<file path="src/rtl/rl_pkg.sv">
// Shared definitions for the reinforcement-learning action selector.
// Holds the selector FSM state encoding, the 16-bit LFSR feedback taps,
// the default LFSR seed and the helper that sizes the action code.
package rl_pkg;

    // Selector control states
    typedef enum logic [1:0] {
        IDLE = 2'd0,
        SCAN = 2'd1,
        DONE = 2'd2
    } state_t;

    // Fibonacci LFSR feedback bit positions (polynomial taps 16,14,13,11)
    localparam int LFSR_TAP_A = 15;
    localparam int LFSR_TAP_B = 13;
    localparam int LFSR_TAP_C = 12;
    localparam int LFSR_TAP_D = 10;

    localparam logic [15:0] LFSR_DEFAULT_SEED = 16'hACE1;

    // Width of an action code; a single action still needs one bit
    function automatic int act_w(input int n);
        if (n <= 2) begin
            return 1;
        end else begin
            return $clog2(n);
        end
    endfunction

endpackage

</file>
<file path="src/rtl/rl_lfsr16.sv">
// 16-bit Fibonacci LFSR, shifting left, advanced only when requested.
// Ports:
//   clk   - rising-edge clock
//   rst_n - synchronous active-low reset, loads seed
//   adv   - advance the sequence by one step at this edge
//   seed  - reset value (must be nonzero)
//   value - current register contents
module rl_lfsr16
    import rl_pkg::*;
(
    input  logic        clk,
    input  logic        rst_n,
    input  logic        adv,
    input  logic [15:0] seed,
    output logic [15:0] value
);

    logic [15:0] lfsr_r;
    logic        feedback_s;

    assign feedback_s = lfsr_r[LFSR_TAP_A] ^ lfsr_r[LFSR_TAP_B]
                      ^ lfsr_r[LFSR_TAP_C] ^ lfsr_r[LFSR_TAP_D];

    // Shift register: load seed on reset, step on adv, otherwise hold
    always_ff @(posedge clk) begin
        if (!rst_n) begin
            lfsr_r <= seed;
        end else if (adv) begin
            lfsr_r <= {lfsr_r[14:0], feedback_s};
        end else begin
            lfsr_r <= lfsr_r;
        end
    end

    assign value = lfsr_r;

endmodule

</file>
<file path="src/rtl/epsilon_greedy_selector.sv">
// Epsilon-greedy action selector. Accepts one row of unsigned Q-values,
// scans it sequentially for the maximum (lowest index wins ties) and
// returns either the greedy action or a pseudo-random one, drawn from an
// LFSR that steps once per accepted request.
// Ports:
//   clk, rst_n            - clock, synchronous active-low reset
//   in_valid / in_ready   - request handshake (ready only when idle)
//   q_values              - row; slice i at [i*Q_WIDTH +: Q_WIDTH]
//   epsilon, explore_en   - exploration threshold and enable, latched at accept
//   out_valid / out_ready - result handshake
//   action                - chosen action code
//   max_value             - row maximum (always the true maximum)
//   explored              - action came from the random draw
module epsilon_greedy_selector
    import rl_pkg::*;
#(
    parameter int          NUM_ACTIONS = 4,
    parameter int          Q_WIDTH     = 16,
    parameter logic [15:0] LFSR_SEED   = LFSR_DEFAULT_SEED,
    localparam int         ACT_W       = act_w(NUM_ACTIONS)
) (
    input  logic                           clk,
    input  logic                           rst_n,
    input  logic                           in_valid,
    output logic                           in_ready,
    input  logic [NUM_ACTIONS*Q_WIDTH-1:0] q_values,
    input  logic [15:0]                    epsilon,
    input  logic                           explore_en,
    output logic                           out_valid,
    input  logic                           out_ready,
    output logic [ACT_W-1:0]               action,
    output logic [Q_WIDTH-1:0]             max_value,
    output logic                           explored
);

    state_t                         state_r;
    state_t                         state_s;

    logic [NUM_ACTIONS*Q_WIDTH-1:0] q_row_r;
    logic [15:0]                    eps_r;
    logic                           explore_en_r;
    logic [Q_WIDTH-1:0]             best_r;
    logic [ACT_W-1:0]               best_idx_r;
    logic [ACT_W-1:0]               idx_r;

    logic                           out_valid_r;
    logic [ACT_W-1:0]               action_r;
    logic [Q_WIDTH-1:0]             max_value_r;
    logic                           explored_r;

    logic                           accept_s;
    logic                           release_s;
    logic                           scan_last_s;
    logic [Q_WIDTH-1:0]             cur_slice_s;
    logic                           greater_s;
    logic [Q_WIDTH-1:0]             new_best_s;
    logic [ACT_W-1:0]               new_idx_s;
    logic [ACT_W-1:0]               greedy_code_s;
    logic                           explore_s;
    logic [15:0]                    lfsr_value_s;

    assign accept_s    = in_valid && (state_r == IDLE);
    assign release_s   = out_valid_r && out_ready;
    assign scan_last_s = (state_r == SCAN) && (idx_r == ACT_W'(NUM_ACTIONS - 1));
    assign cur_slice_s = q_row_r[int'(idx_r) * Q_WIDTH +: Q_WIDTH];

    // Strictly-greater replacement keeps the lowest index on ties
    assign greater_s   = cur_slice_s > best_r;
    assign new_best_s  = greater_s ? cur_slice_s : best_r;
    assign new_idx_s   = greater_s ? idx_r : best_idx_r;

    // Slice 0 maps to the highest action code
    assign greedy_code_s = ACT_W'(NUM_ACTIONS - 1) - new_idx_s;

    // The LFSR already holds the post-advance draw r throughout SCAN
    assign explore_s = explore_en_r && (lfsr_value_s < eps_r);

    rl_lfsr16 u_lfsr (
        .clk   (clk),
        .rst_n (rst_n),
        .adv   (accept_s),
        .seed  (LFSR_SEED),
        .value (lfsr_value_s)
    );

    // State register
    always_ff @(posedge clk) begin
        if (!rst_n) begin
            state_r <= IDLE;
        end else begin
            state_r <= state_s;
        end
    end

    // Next-state logic
    always_comb begin
        state_s = state_r;
        case (state_r)
            IDLE: begin
                if (in_valid) begin
                    state_s = SCAN;
                end else begin
                    state_s = IDLE;
                end
            end
            SCAN: begin
                if (scan_last_s) begin
                    state_s = DONE;
                end else begin
                    state_s = SCAN;
                end
            end
            DONE: begin
                if (out_ready) begin
                    state_s = IDLE;
                end else begin
                    state_s = DONE;
                end
            end
            default: begin
                state_s = IDLE;
            end
        endcase
    end

    // Request capture and sequential maximum search
    always_ff @(posedge clk) begin
        if (!rst_n) begin
            q_row_r      <= '0;
            eps_r        <= 16'h0000;
            explore_en_r <= 1'b0;
            best_r       <= '0;
            best_idx_r   <= '0;
            idx_r        <= '0;
        end else if (accept_s) begin
            q_row_r      <= q_values;
            eps_r        <= epsilon;
            explore_en_r <= explore_en;
            best_r       <= q_values[Q_WIDTH-1:0];
            best_idx_r   <= '0;
            idx_r        <= ACT_W'(1);
        end else if (state_r == SCAN) begin
            best_r       <= new_best_s;
            best_idx_r   <= new_idx_s;
            idx_r        <= idx_r + ACT_W'(1);
        end else begin
            best_r       <= best_r;
            best_idx_r   <= best_idx_r;
            idx_r        <= idx_r;
        end
    end

    // Result registers: loaded on the final scan step, held until taken
    always_ff @(posedge clk) begin
        if (!rst_n) begin
            out_valid_r <= 1'b0;
            action_r    <= '0;
            max_value_r <= '0;
            explored_r  <= 1'b0;
        end else if (scan_last_s) begin
            out_valid_r <= 1'b1;
            action_r    <= explore_s ? lfsr_value_s[ACT_W-1:0] : greedy_code_s;
            max_value_r <= new_best_s;
            explored_r  <= explore_s;
        end else if (release_s) begin
            out_valid_r <= 1'b0;
        end else begin
            out_valid_r <= out_valid_r;
        end
    end

    assign in_ready  = (state_r == IDLE);
    assign out_valid = out_valid_r;
    assign action    = action_r;
    assign max_value = max_value_r;
    assign explored  = explored_r;

endmodule

</file>
<file path="config.mk">
export PLATFORM = sky130hd
export DESIGN_NAME = epsilon_greedy_selector
export DESIGN_NICKNAME = d
export VERILOG_FILES = /design/src/rtl/rl_pkg.sv /design/src/rtl/rl_lfsr16.sv /design/src/rtl/epsilon_greedy_selector.sv
export SDC_FILE = /design/constraint.sdc
export NUM_CORES = 1
export LEC_CHECK = 0
export ABC_AREA = 1
export ABC_CLOCK_PERIOD_IN_PS = 3600
export BUFFER_PORTS_ARGS = -buffer_cell sky130_fd_sc_hd__buf_2
export CAP_MARGIN = 20
export CELL_PAD_IN_SITES_DETAIL_PLACEMENT = 0
export CELL_PAD_IN_SITES_GLOBAL_PLACEMENT = 1
export CORE_AREA = 2 2 149 122
export DETAILED_ROUTE_END_ITERATION = 12
export DIE_AREA = 0 0 151 124
export PLACE_DENSITY_LB_ADDON = 0.3
export SYNTH_ARGS = -nofsm -noshare
export SYNTH_HDL_FRONTEND = slang
export SYNTH_HIERARCHICAL = 1
export SYNTH_SLANG_ARGS = --single-unit
</file>
<file path="constraint.sdc">
create_clock -name clk -period 3.6 [get_ports clk]
set_clock_uncertainty 0.15 [all_clocks]
set_input_delay 0.72 -clock clk [delete_from_list [all_inputs] [get_ports clk]]
set_output_delay 0.72 -clock clk [all_outputs]
set_load 0.02 [all_outputs]
</file>
==> impl_results.md, run 1 <==
- Setup repair after global routing missed its margin: no
- Total CTS buffers: 17
- Sequential power share: 39.1%
- Ports: 106
- Slew Limit Fails: 0
- Seq/Total Area, Yosys: 43.3%
- Final Util: 47.1%
- Rel. slew slack: 46.8%
- Synth warnings: 6
- Clock Power Share: 38.1%
- TritonRoute pass-1 iters: 5
- Final wirelength: 17.9 mm
- DIE AREA: 18700 um2
- DRC errors left: 0
- Synthesized instance count: 922
- Setup TNS: 0 ns
- Drt first-iter violations: 332
- Routability cong.: 0.895
- Slew @ Worst Pin: 0.797 ns
- Die Width: 151 um
- Gates resized, CTS repair: 0
- Worst hold path type: reg2reg
- Area Overhead vs Synth: 18.6%
- Post-DP Area: 7470 um2
- Synth Register Bits: 139
- Clock period minus worst slack: 3.14 ns
- Vias in the first global route: 5755
- DR WL/cell: 14.3 um
- Diode count: 0
- Final setup fails: 0
- Inst Count DP: 1220
- Clk buf depth: 2
- Worst VDD drop: 0.356 mV
- Finished Layout Cells: 1252
- Switching Fraction: 31.7%
- Synthesized area: 6800 um2
- Startpoint class of the critical path: flop
- Global router's overall resource usage: 20.3%
- CTS tree: done
- Die height: 124 um
- Core area: 17100 um2
- Worst Path Arrival: 3.32 ns
- Post-synth EDFFs: 16
- GRT overflow: 0
- Synth Area per Inst: 7.37 um2
- Internal: 3.11 mW
- Largest net degree at the start of global routing: 84
- Max Cap Viol: 0
- HPWL after detailed placement: 13.2 mm
- Worst endpoint required time: 3.77 ns
- Clk sink count: 139
- Post-CTS Setup Repair Bufs: 0
- Fmax: 318 MHz
- Starting density of the core: 39.7%
- Final nets: 1131
- Final Cycle Share: 87.3%
- Vias: 6066
- Depth of the CTS H-tree: 4
- Clock Tree Root: clkbuf_16
- Row count: 43
- Remaining antenna violation count: 0
- First-pass GRT wire length: 29.1 mm
- Initial antenna violation count: 0
- Reg2reg path depth: 13
- CP Max Fanout: 38
- Worst-path clk slew: 0.06 ns
- Critical Path Sink Type: flop
- Clk Latency, worst-skew pair: 0.42 ns
- Post-route cell area: 8070 um2
- Asr flop ratio synth: 0%
- Pwr/cell area: 565 nW/um2
- LEAKAGE: 3.81 nW
- Prevailing post-synth register cell: dfxtp_1
- Crit path kind: reg2reg
- Hold depth: 2
- PortBufs: 105
- Logic pwr share: 22.7%
- Share of layout cells above drive strength 1: 17.6%
- Status: completed
- Hold buffers post-CTS: 0
- Final hold violations: 0
- Yosys cell types: 34
- Net switching power: 1.44 mW
- Vias per cell: 4.85
## layout by cell type, fill, tap and decap left out, types with 2 or more instances in the layout
master      instances
nor2_1            145
nand2_1           141
o21ai_0           138
dfxtp_1           123
buf_2             105
inv_1              87
a21oi_1            68
ha_1               32
clkbuf_16          19
nand2_2            18
o22ai_1            16
a21o_1             16
o21ai_1            16
conb_1             16
edfxtp_1           16
o211ai_1           15
buf_4               9
inv_2               7
nand3_1             7
clkinvlp_4          4
nand4_1             3
clkinv_4            3
nor2_2              2
nand2_4             2
nor2_4              2
o21bai_1            2
clkinv_2            2
## final timing paths
path	from	slack, ns	to
min	flop	0.31	flop
max	idx_r[1]$_SDFFE_PP0P_	0.46	max_value[7]$_SDFFE_PN0P_
max reg2reg	idx_r[1]$_SDFFE_PP0P_	0.46	max_value[7]$_SDFFE_PN0P_
min reg2reg	flop	0.31	flop
## cell families (layout without fill, tap and decap cells)
group,Yosys count,count (layout),synth area share [%]
fa+ha+maj,32,32,5.89
simple gates,325,325,19.6
buf+inv,150,241,9.24
other cells,2,16,0.110
compound gates,273,273,21.8
flops,139,139,43.3
xor+xnor,1,1,0.129
## through the flow
| stage | worst slack, ns | hold slack [ns] | power, mW |
|---|---|---|---|
| floorplan | 1.18 | 0.278 | 2.60 |
| global placement | 0.535 | 0.300 | 2.85 |
| detailed placement | 0.515 | 0.300 | 2.85 |
| CTS | 0.482 | 0.309 | 4.61 |
| global route | 0.0851 | 0.332 | 4.84 |
| finish | 0.456 | 0.305 | 4.55 |
## Yosys cell counts (all sizes together), types with 15 or more instances
cell | count | area (um2)
edfxtp | 16 | 480
o211ai | 15 | 113
buf | 31 | 179
nand2 | 161 | 659
o21ai | 155 | 780
clkbuf | 25 | 96.3
nor2 | 149 | 579
ha | 32 | 400
a21oi | 68 | 340
a21o | 16 | 120
inv | 94 | 353
dfxtp | 123 | 2460
o22ai | 16 | 100
## power by group through the flow
stage                     sequential [mW]  clock (mW)  combinational, mW
after CTS                            1.78        1.78               1.05
after floorplan                      1.79           0              0.814
after global routing                 1.80        1.84               1.20
after global placement               1.81           0               1.03
after detailed placement             1.82           0               1.04
final                                1.78        1.74               1.03
## cell type report
cell class,count,area (um2)
Inverter,94,353
Multi-Input combinational cell,647,3280
Clock inverter,12,111
Fill cell,1805,9040
Sequential cell,139,2940
Clock buffer,20,479
Tap cell,225,282
Timing Repair Buffer,115,613
## critical path, stage by stage, from the launching register on
cell and delay (ns):
dfxtp_1 0.68, inv_2 0.25, o21ai_0 0.13, o22ai_1 0.15, ha_1 0.33, nand2_1 0.10, nor3_2 0.27, nand3_2 0.18
nand2_4 0.22, buf_12 0.24, nand2_2 0.07, o21ai_1 0.09, a21o_1 0.13, inv_1 0.03
## flip-flops by register name (all words and copies together), names as in the netlist, 2 cells and up, named ones only
register	cells
max_value	16
state_r	2
action	2
u_lfsr/value	16
q_row_r	64
eps_r	16
idx_r	2
best_r	16
## per-layer routing
metal  GRT usage [%]  part of all wire (%)  vias up
met5               0                     0        -
met3            4.29                   5.8       19
li1                -                     -     3186
met1            27.5                    48     2722
met4            6.02                   1.3        0
met2            32.8                    45      139
Power figures use the tool's default switching activity.
==> run 2, diff against run 1 <==
- CORE_AREA: 2 2 149 122 -> 2 2 142 117
- DIE_AREA: 0 0 151 124 -> 0 0 144 119
==> run 2 against run 1 <==
Effect of this change: sequential share of layout area about the same; global-route usage increased by 0.71 points; largest cell class unchanged; via count about the same; combinational power about the same; hold slack improved by 0.0030 ns; die area decreased by 8.5%; critical endpoint is now max_value[9]$_SDFFE_PN0P_.
==> impl_results.md, run 2 (synthesis gave the netlist of run 1 again) <==
- Max Cap Viol: 0 (unchanged)
- Clk buf depth: 2 (unchanged)
- PortBufs: 105 (unchanged)
- Clock Tree Root: clkbuf_16
- Footprint of the multi-input gates: 3280 um2 (unchanged)
- Post-route cell area: 8070 um2 (about the same)
- Die Width: 144 um (-4.6%)
- Crit path kind: reg2reg
- Final Util: 50.7% (+3.6 points)
- Max incr delay on CP: 0.59 ns (-0.09 ns)
- Final hold violations: 0 (unchanged)
- Fmax: 315 MHz (-0.83%)
- Critical Path Sink Type: flop
- Remaining antenna violation count: 0 (unchanged)
- Hold buffers post-CTS: 0 (unchanged)
- CP delay by family, top: compound AO/OA/AOI/OAI gates
- DP Worst Slack: 0.474 ns (-0.0406 ns)
- Core area: 15900 um2 (-6.9%)
- Setup TNS: 0 ns (unchanged)
- Commonest non-fill, non-tap cell in the layout: nor2_1
- Slew @ Worst Pin: 0.962 ns (+0.165 ns)
- Final Cycle Share: 88.1% (+0.73 points)
- Starting density of the core: 42.7% (+3.0 points)
- Pwr/cell area: 572 nW/um2 (+1.3%)
- Worst VDD drop: 0.400 mV (+12%)
- Die height: 119 um (-4.0%)
- DIE AREA: 17100 um2 (-8.5%)
- Status: completed
- Diode count: 0 (unchanged)
- Seq. cell area: 2940 um2 (unchanged)
- Slowest library cell on the worst path: dfxtp_1
- Initial antenna violation count: 0 (unchanged)
- Final setup fails: 0 (unchanged)
- Share of layout cells above drive strength 1: 17.5% (-0.080 points)
- First-pass GRT wire length: 28.0 mm (-3.6%)
- Worst Path Arrival: 3.34 ns (+0.02 ns)
- Startpoint class of the critical path: flop
- CP bufs+invs: 3 (unchanged)
- TritonRoute pass-1 iters: 4 (-1)
- Filler Cell Count: 1608 (-11%)
- Most frequent cells in the layout: nor2_1, nand2_1, o21ai_0, dfxtp_1, buf_2
- Worst endpoint required time: 3.77 ns (about the same)
- Global router's overall resource usage: 21.0% (+0.71 points)
- Largest net degree at the start of global routing: 115 (+37%)
- Vias in the first global route: 5625 (-2.3%)
- DRC errors left: 0 (unchanged)
- Routability cong.: 0.880 (-1.7%)
- Final wirelength: 17.1 mm (-4.5%)
- Clk Latency, worst-skew pair: 0.43 ns (about the same)
- Register with the most flip-flops: q_row_r
- GRT overflow: 0 (unchanged)
- Ports: 106 (unchanged)
- Depth of the CTS H-tree: 4 (unchanged)
- DR WL/cell: 13.8 um (-4.0%)
- CP Max Fanout: 28 (-26%)
- PnR worst setup slack: 0.430 ns (-0.0262 ns)
- HPWL after detailed placement: 12.0 mm (-8.8%)
- Drt first-iter violations: 374 (+13%)
- Clk sink count: 139 (unchanged)
- Clock period minus worst slack: 3.17 ns (+0.0262 ns)
- Total CTS buffers: 17 (unchanged)
- Worst path cell trace: buf_4 > o21ai_0 > o22ai_1 > ha_1 > a21oi_1 > o21ai_1 > a21oi_1 > nand2_2 > nand2_4 > buf_12 > nand2_2 > o21ai_1 > a21o_1 > inv_1
- LEAKAGE: 3.82 nW (+0.32%)
- Setup repair after global routing missed its margin: no
- Post-DP Area: 7470 um2 (about the same)
- Area Overhead vs Synth: 18.8% (about the same)
- Gates resized, CTS repair: 0 (unchanged)
- Slew Limit Fails: 0 (unchanged)
- Max reg flops: 64 (unchanged)
- Vias per cell: 4.87 (+0.42%)
- Final nets: 1130 (-0.088%)
- Post-CTS Setup Repair Bufs: 0 (unchanged)
- Worst hold path type: reg2reg
- Rel. slew slack: 35.9% (-11 points)
- Row count: 42 (-2.3%)
- Worst-path clk slew: 0.06 ns (about the same)
- Vias: 6062 (-0.066%)
- CTS tree: done
## run 2: changes by cell type in the layout (fill, tap and decap cells not counted)
cell	delta
inv_6	+1
clkinvlp_4	-2
bufinv_16	+2
buf_12	+1
buf_4	-2
clkinv_2	+1
clkbuf_16	-2
## run 2: cell type report
type                    count  area share [%]
clock inverters            14            2.11
well taps                 220            3.41
inverters                  94            4.37
multi-input cells         647            40.7
repair buffers            114            7.66
clock buffers              18            5.32
flip-flops and latches    139            36.5
## run 2: worst paths after layout
kind                         startpoint                        end  slack, ns  cells past startpoint
hold / removal    eps_r[6]$_SDFFE_PN0P_      eps_r[6]$_SDFFE_PN0P_       0.31                      2
setup reg to reg  idx_r[1]$_SDFFE_PP0P_  max_value[9]$_SDFFE_PN0P_       0.43                     14
setup / recovery  idx_r[1]$_SDFFE_PP0P_  max_value[9]$_SDFFE_PN0P_       0.43                     14
hold reg to reg   eps_r[6]$_SDFFE_PN0P_      eps_r[6]$_SDFFE_PN0P_       0.31                      2
## run 2: metal layers
layer / global-route usage, % / routed length (um) / vias up
li1: - / - / 3194
met3: 5.83 / 1010 / 14
met1: 28.0 / 8190 / 2741
met5: 0 / 0 / -
met4: 4.96 / 143 / 0
met2: 33.9 / 7800 / 113
## run 2: metrics by stage
step | hold WS, ns | total power, mW | instances
after global placement | 0.303 | 2.84 | 1214
after CTS | 0.314 | 4.66 | 1246
final | 0.308 | 4.62 | 1246
after global routing | 0.326 | 4.90 | 1246
after floorplan | 0.278 | 2.60 | 936
after detailed placement | 0.306 | 2.85 | 1214
## run 2: where the power goes
group | internal (mW) | switching [mW]
Combinational | 0.372 | 0.668
Sequential | 1.71 | 0.0724
Clock | 1.09 | 0.709
## run 2: tightest hold or removal path: stages (launching register included)
cell and delay [ns]:
dfxtp_1 0.30, inv_1 0.06, a21oi_1 0.05
